===== src/rtl/cs_window_filter_pkg.sv =====
// Shared types and width helpers for the CS window filter slice.
package cs_pkg;

  typedef enum logic {
    MODE_BELOW = 1'b0,
    MODE_ABOVE = 1'b1
  } mode_e;

  function automatic int clog2(input int v);
    int r;
    int p;
    r = 0;
    p = 1;
    while (p < v) begin
      p = p * 2;
      r++;
    end
    return r;
  endfunction

  function automatic int sum_w(input int dw, input int n);
    return dw + clog2(n);
  endfunction

  function automatic int acc_w(input int dw, input int n);
    return sum_w(dw, n) + 1;
  endfunction

endpackage


===== src/rtl/cs_window_filter_if.sv =====
// Sample/result bus of the CS window filter.
interface cs_window_filter_if #(
  parameter int DW = 8,
  parameter int OW = 10
) ();
  logic [DW-1:0] X;
  logic          in_valid;
  logic          mode;
  logic          flush;
  logic [OW-1:0] Y;
  logic          out_valid;

  modport master (output X, in_valid, mode, flush, input Y, out_valid);
  modport slave  (input X, in_valid, mode, flush, output Y, out_valid);
endinterface


===== src/rtl/cs_window_filter_ref_select.sv =====
// Divider-free reference pick: compares N*x_i against the running sum.
module cs_ref_select
  import cs_pkg::*;
#(
  parameter int DW    = 8,
  parameter int N     = 9,
  parameter int SUM_W = sum_w(DW, N)
) (
  input  logic [N*DW-1:0]  win,
  input  logic [SUM_W-1:0] sum,
  input  mode_e            mode,
  output logic [DW-1:0]    ref_val
);

  logic [DW-1:0]    best;
  logic [DW-1:0]    x;
  logic [SUM_W-1:0] prod;

  // Seeding with 0 / all-ones is safe: a qualifying slot always exists.
  always_comb begin
    best = (mode == MODE_BELOW) ? '0 : '1;
    x    = '0;
    prod = '0;
    for (int unsigned i = 0; i < N; i++) begin
      x    = win[i*DW +: DW];
      prod = SUM_W'(N) * SUM_W'(x);
      if (mode == MODE_BELOW) begin
        if (prod <= sum && x > best) best = x;
      end else begin
        if (prod >= sum && x < best) best = x;
      end
    end
    ref_val = best;
  end

endmodule


===== src/rtl/cs_window_filter.sv =====
// Sliding-window CS filter: accept stage keeps window/sum/count, output stage
// forms saturated (sum + N*ref) >> SHIFT one edge after each accept.
module cs_window_filter
  import cs_pkg::*;
#(
  parameter int DW    = 8,
  parameter int N     = 9,
  parameter int SHIFT = 3,
  parameter int OW    = 10
) (
  input  logic               clk,
  input  logic               reset,
  cs_window_filter_if.slave  bus
);

  localparam int SUM_W = sum_w(DW, N);
  localparam int ACC_W = acc_w(DW, N);
  localparam int CNT_W = clog2(N + 1);

  logic [N-1:0][DW-1:0] win_q, win_d;
  logic [SUM_W-1:0]     sum_q, sum_d;
  logic [CNT_W-1:0]     cnt_q, cnt_d;
  mode_e                mode_q, mode_d;
  logic                 acc_q, acc_d;
  logic [OW-1:0]        y_q, y_d;
  logic                 ov_q, ov_d;

  logic [DW-1:0]        ref_val;
  logic [ACC_W-1:0]     acc_sum;
  logic [ACC_W-1:0]     shifted;
  logic [OW-1:0]        y_sat;

  cs_ref_select #(
    .DW    (DW),
    .N     (N),
    .SUM_W (SUM_W)
  ) u_ref_select (
    .win     (win_q),
    .sum     (sum_q),
    .mode    (mode_q),
    .ref_val (ref_val)
  );

  always_comb begin
    acc_sum = ACC_W'(sum_q) + ACC_W'(N) * ACC_W'(ref_val);
    shifted = acc_sum >> SHIFT;
    y_sat   = ((shifted >> OW) != '0) ? '1 : OW'(shifted);
  end

  // A flush also drops the result still in flight from the previous accept.
  always_comb begin
    win_d  = win_q;
    sum_d  = sum_q;
    cnt_d  = cnt_q;
    mode_d = mode_q;
    acc_d  = bus.in_valid && !bus.flush;
    y_d    = y_q;
    ov_d   = 1'b0;
    if (bus.flush) begin
      win_d = '0;
      sum_d = '0;
      cnt_d = '0;
    end else if (bus.in_valid) begin
      win_d  = {win_q[N-2:0], bus.X};
      sum_d  = sum_q + SUM_W'(bus.X) - SUM_W'(win_q[N-1]);
      cnt_d  = (cnt_q == CNT_W'(N)) ? cnt_q : cnt_q + 1'b1;
      mode_d = mode_e'(bus.mode);
    end
    if (acc_q && !bus.flush) begin
      y_d  = y_sat;
      ov_d = (cnt_q == CNT_W'(N));
    end
  end

  always_ff @(posedge clk or posedge reset) begin
    if (reset) begin
      win_q  <= '0;
      sum_q  <= '0;
      cnt_q  <= '0;
      mode_q <= MODE_BELOW;
      acc_q  <= 1'b0;
      y_q    <= '0;
      ov_q   <= 1'b0;
    end else begin
      win_q  <= win_d;
      sum_q  <= sum_d;
      cnt_q  <= cnt_d;
      mode_q <= mode_d;
      acc_q  <= acc_d;
      y_q    <= y_d;
      ov_q   <= ov_d;
    end
  end

  assign bus.Y         = y_q;
  assign bus.out_valid = ov_q;

endmodule


===== src/flat_wrapper.sv =====
// flat-port wrapper written by rule: the top's interface ports become plain ports
module cs_window_filter_flat import cs_pkg::*;
#(
  parameter int DW    = 8,
  parameter int N     = 9,
  parameter int SHIFT = 3,
  parameter int OW    = 10
)
  (clk, reset, bus_X, bus_in_valid, bus_mode, bus_flush, bus_Y, bus_out_valid);
  cs_window_filter_if #(.DW(DW), .OW(OW)) bus_i ();
  input  logic clk;
  input  logic reset;
  input wire logic [$bits(bus_i.X)-1:0] bus_X;
  input wire logic [$bits(bus_i.in_valid)-1:0] bus_in_valid;
  input wire logic [$bits(bus_i.mode)-1:0] bus_mode;
  input wire logic [$bits(bus_i.flush)-1:0] bus_flush;
  output wire logic [$bits(bus_i.Y)-1:0] bus_Y;
  output wire logic [$bits(bus_i.out_valid)-1:0] bus_out_valid;
  assign bus_i.X = bus_X;
  assign bus_i.in_valid = bus_in_valid;
  assign bus_i.mode = bus_mode;
  assign bus_i.flush = bus_flush;
  assign bus_Y = bus_i.Y;
  assign bus_out_valid = bus_i.out_valid;
  cs_window_filter #(.DW(DW), .N(N), .SHIFT(SHIFT), .OW(OW)) u_core (.clk(clk), .reset(reset), .bus(bus_i));
endmodule

===== config.mk =====
export PLATFORM = sky130hd
export DESIGN_NAME = cs_window_filter_flat
export DESIGN_NICKNAME = d
export VERILOG_FILES = /design/src/rtl/cs_window_filter_pkg.sv /design/src/rtl/cs_window_filter_if.sv /design/src/rtl/cs_window_filter_ref_select.sv /design/src/rtl/cs_window_filter.sv /design/src/flat_wrapper.sv
export SDC_FILE = /design/constraint.sdc
export NUM_CORES = 1
export LEC_CHECK = 0
export BUFFER_PORTS_ARGS = -buffer_cell sky130_fd_sc_hd__buf_4
export CAP_MARGIN = 0
export CORE_ASPECT_RATIO = 1.5
export CORE_MARGIN = 1
export CORE_UTILIZATION = 45
export CTS_CLUSTER_SIZE = 10
export DETAILED_ROUTE_END_ITERATION = 8
export GPL_ROUTABILITY_DRIVEN = 0
export PLACE_DENSITY = 0.59
export SKIP_CTS_REPAIR_TIMING = 1
export SLEW_MARGIN = 20
export SYNTH_ARGS = -nofsm -noshare
export SYNTH_HDL_FRONTEND = slang
export SYNTH_SLANG_ARGS = --single-unit

===== constraint.sdc =====
create_clock -name clk -period 26.9 [get_ports clk]
set_input_delay 4.035 -clock clk [delete_from_list [all_inputs] [get_ports clk]]
set_output_delay 4.035 -clock clk [all_outputs]
set_load 0.005 [all_outputs]

==> results.rst <==
.. list-table::
   :header-rows: 1

   * - Metric
     - Value
   * - Total count of hold-check failures in the final report
     - 0
   * - Part of the cycle the worst path needs
     - 0.914
   * - Data arrival time of the critical path
     - 24.87 ns
   * - RSZ-0062 raised after global routing
     - no
   * - Worst Reg2Reg Path Length in Cells
     - 118
   * - Max-cap violation count
     - 0
   * - Estimated wirelength of the detail-placed design
     - 30.5 mm
   * - Number of cells in the finished layout apart from fillers
     - 2057
   * - Relative slew slack
     - 0.332
   * - Max incr delay on CP
     - 0.52 ns
   * - Layer carrying the most global-route usage
     - met2
   * - Initial antenna violation count
     - 0
   * - CTS Sinks
     - 101
   * - Level count of the clock H-tree
     - 3
   * - Leakage
     - 7.93 nW
   * - Mapped Avg Cell Area
     - 8.42 um^2
   * - Vias in the first global route
     - 11900
   * - R2R Path End
     - u_core.bus.Y[9]
   * - Setup slack on the worst flop-to-flop path
     - 2.31 ns
   * - Count of synthesis-stage warnings from yosys
     - 0
   * - Met3 track demand over resource in global routing
     - 0.0243
   * - Endpoint class of the critical path
     - flip-flop
   * - Net Sw Frac
     - 0.531
   * - Starting density of the core
     - 0.458
   * - Share of the synthesized area in the top cell type
     - 0.268
   * - Via Count
     - 11900
   * - CP startpoint
     - u_core.win_q[4]
   * - Boundary Pins
     - 24
   * - Part of the power in the clock network
     - 0.088
   * - Critical-path maximum fanout
     - 16
   * - Routed Wire Length
     - 39.6 mm
   * - Cell types with the highest counts after synthesis
     - sky130_fd_sc_hd__ha_1 (297), sky130_fd_sc_hd__inv_1 (184), sky130_fd_sc_hd__nor2_1 (157)
   * - Achievable clock frequency
     - 0.0407 GHz
   * - Num rows
     - 78
   * - Flops & latches, synth
     - 101
   * - Most repeated cell in the gate-level netlist after synthesis
     - sky130_fd_sc_hd__ha_1
   * - Worst slack after detailed placement
     - 1.04 ns
   * - Maximum number of pins on one net before global-route repair
     - 70
   * - Die Ht
     - 217 um
   * - Post-detailed-route DRC marker count
     - 0
   * - Wirelength per Cell
     - 19.2 um
   * - Global-route wire length before repair
     - 63.3 mm
   * - Post-synth cell types
     - 85
   * - Final setup violation count
     - 0
   * - Quantity of I/O buffers inserted on ports
     - 23
   * - Transition at the pin with the smallest max-transition slack
     - 1.00 ns
   * - Setup TNS Final
     - 0 ns
   * - Category of the critical setup timing path
     - reg -> reg
   * - Class of the tightest hold or removal check
     - reg -> reg
   * - Switch Pwr
     - 881 uW
   * - Worst-Skew Late Latency
     - 0.39 ns
   * - Share of cells above drive strength 1
     - 0.0628
   * - Router iterations before antenna repair
     - 5
   * - Total grt overflow
     - 0
   * - TritonCTS clock tree
     - done
   * - Run status
     - finished clean
   * - Maximum resistive drop on vdd
     - 90.2 uV
   * - Worst slack on hold paths
     - 0.486 ns
   * - Reg-to-reg critical path startpoint
     - u_core.win_q[4]
   * - Post-Syn Area
     - 13900 um^2
   * - Max Root-Sink Buffers
     - 2
   * - Clk Tree Root Cell
     - sky130_fd_sc_hd__clkbuf_16
   * - Number of antenna cells inserted
     - 0
   * - Sort of element at the start of the critical path
     - flip-flop
   * - Critical path's slowest cell
     - sky130_fd_sc_hd__fa_1
   * - Final number of max-transition violations
     - 0
   * - Placeable core region
     - 30300 um^2
   * - DIE AREA
     - 31500 um^2
   * - Clk pin slew, worst setup/hold paths
     - 0.08 ns
   * - Total area of multi-input combinational cells
     - 10500 um^2
   * - Total of fill cells in the finished design
     - 3024
   * - Cells after DPL
     - 2041
   * - FF+latch area
     - 2530 um^2
   * - Register area share after synthesis
     - 0.182
   * - Synth Net Count
     - 1978
   * - Horiz. Die Dim
     - 145 um
   * - Post-Synthesis Cells
     - 1646
   * - Final antenna-violating net count
     - 0
   * - Ranking of synthesized cells by area
     - sky130_fd_sc_hd__ha_1 (27%), sky130_fd_sc_hd__dfrtp_1 (18%), sky130_fd_sc_hd__mux2i_1 (7.0%)
   * - Cell area power density
     - 112 nW/um^2
   * - Area growth syn-to-layout
     - 7.16%
   * - Time the final worst path needs with I/O delays and setup
     - 24.59 ns
   * - Destination of the critical timing path
     - u_core.bus.Y[9]
   * - Proportion of register bits with asynchronous set or reset after synthesis
     - 1.00
   * - Internal power of the cells
     - 778 uW
   * - Final nets
     - 1984
   * - Fin worst setup slack
     - 2.31 ns
   * - Clock buffer count from CTS
     - 9
   * - Max Clock Skew
     - 0.0158 ns
   * - Global routing usage on met1
     - 0.290
   * - Met2 Usage GRT
     - 0.478
   * - Comb power frac
     - 0.803
   * - Post-synthesis cell type with the largest combined area
     - sky130_fd_sc_hd__ha_1
   * - Total routing resource utilization after global routing
     - 0.259
   * - Starting DRT DRC Count
     - 570
   * - Required time reported for the critical path endpoint
     - 27.18 ns
   * - Number of synthesized flops with an enable pin
     - 0
   * - Primary FF master, synth
     - sky130_fd_sc_hd__dfrtp_1
   * - Portion of total power attributed to sequential cells
     - 0.109
   * - Via density per instance
     - 5.77
cell type report:
class / instances / share of cell area
clock buffer: 9 / 0.0152
clock inverter: 7 / 0.00607
tap: 400 / 0.0337
sequential: 101 / 0.170
inverter: 184 / 0.0467
multi-input combinational: 1313 / 0.706
timing repair buffer: 43 / 0.0217
worst min-delay path by stage:
stage	from	endpoint	depth (start not counted)	slack [ns]
floorplan	u_core.bus.Y[7]	u_core.bus.Y[7]	2	0.47
global placement	u_core.bus.Y[3]	u_core.bus.Y[3]	2	0.47
detailed placement	u_core.bus.Y[7]	u_core.bus.Y[7]	2	0.47
CTS	u_core.bus.Y[7]	u_core.bus.Y[7]	2	0.49
global route	u_core.bus.Y[7]	u_core.bus.Y[7]	2	0.52
finish	u_core.bus.Y[7]	u_core.bus.Y[7]	2	0.49
sequential cells by signal (all words and copies together), names as in the netlist:
register / count
u_core.win_q: 72
u_core.sum_q: 12
u_core.bus.Y: 10
u_core.cnt_q: 4
u_core.acc_q: 1
u_core.bus.out_valid: 1
u_core.mode_q: 1
placed cells by master, fill, tap and decap left out, drive strengths merged, types with 10 or more instances in the layout:
master,instances
o21a,14
o21bai,13
a21oi,104
ha,297
xnor2,51
nor3,18
nor2b,24
a211oi,13
nand3,16
a21o,62
dfrtp,101
nand2b,26
mux2,10
buf,43
nand2,99
inv,188
nand4,35
nor2,157
fa,22
xor2,16
o21ai,107
mux2i,97
worst max-delay path: cells and delay by family, from the launching register on:
| family | cells | cell delay (ns) |
|---|---|---|
| AO/OA/AOI/OAI | 62 | 11.82 |
| AND/OR/NAND/NOR | 29 | 5.34 |
| adder cells (fa/ha/maj) | 15 | 4.71 |
| multiplexers | 3 | 1.08 |
| buffers and inverters | 8 | 0.86 |
| flip-flops | 1 | 0.47 |
| XOR/XNOR | 1 | 0.16 |
power groups by stage:
stage                     Clock, mW  Sequential (mW)  Combinational, mW
final                         0.146            0.180               1.33
after global routing          0.156            0.183               1.51
after CTS                     0.152            0.180               1.33
after detailed placement          0            0.183               1.32
after global placement            0            0.183               1.29
after floorplan                   0            0.179               1.01
per-stage QoR:
stage	util	cell area [um^2]	total power, mW
final	0.491	14800	1.66
after global routing	0.491	14800	1.85
after global placement	0.479	14500	1.48
after detailed placement	0.479	14500	1.50
after CTS	0.489	14800	1.66
after floorplan	-	13900	1.18
routing by layer:
metal	vias up	share of wire
met5	-	0
met4	0	0.050
met3	106	0.022
met2	223	0.51
met1	5672	0.42
li1	5868	-
kinds of logic after synthesis:
family          share of synthesized area
flops                               0.182
fa+ha+maj                           0.300
xor+xnor                           0.0424
buf+inv                            0.0637
simple gates                        0.148
compound gates                      0.185
mux                                0.0788
No activity file was read; power rests on OpenSTA's default activity.
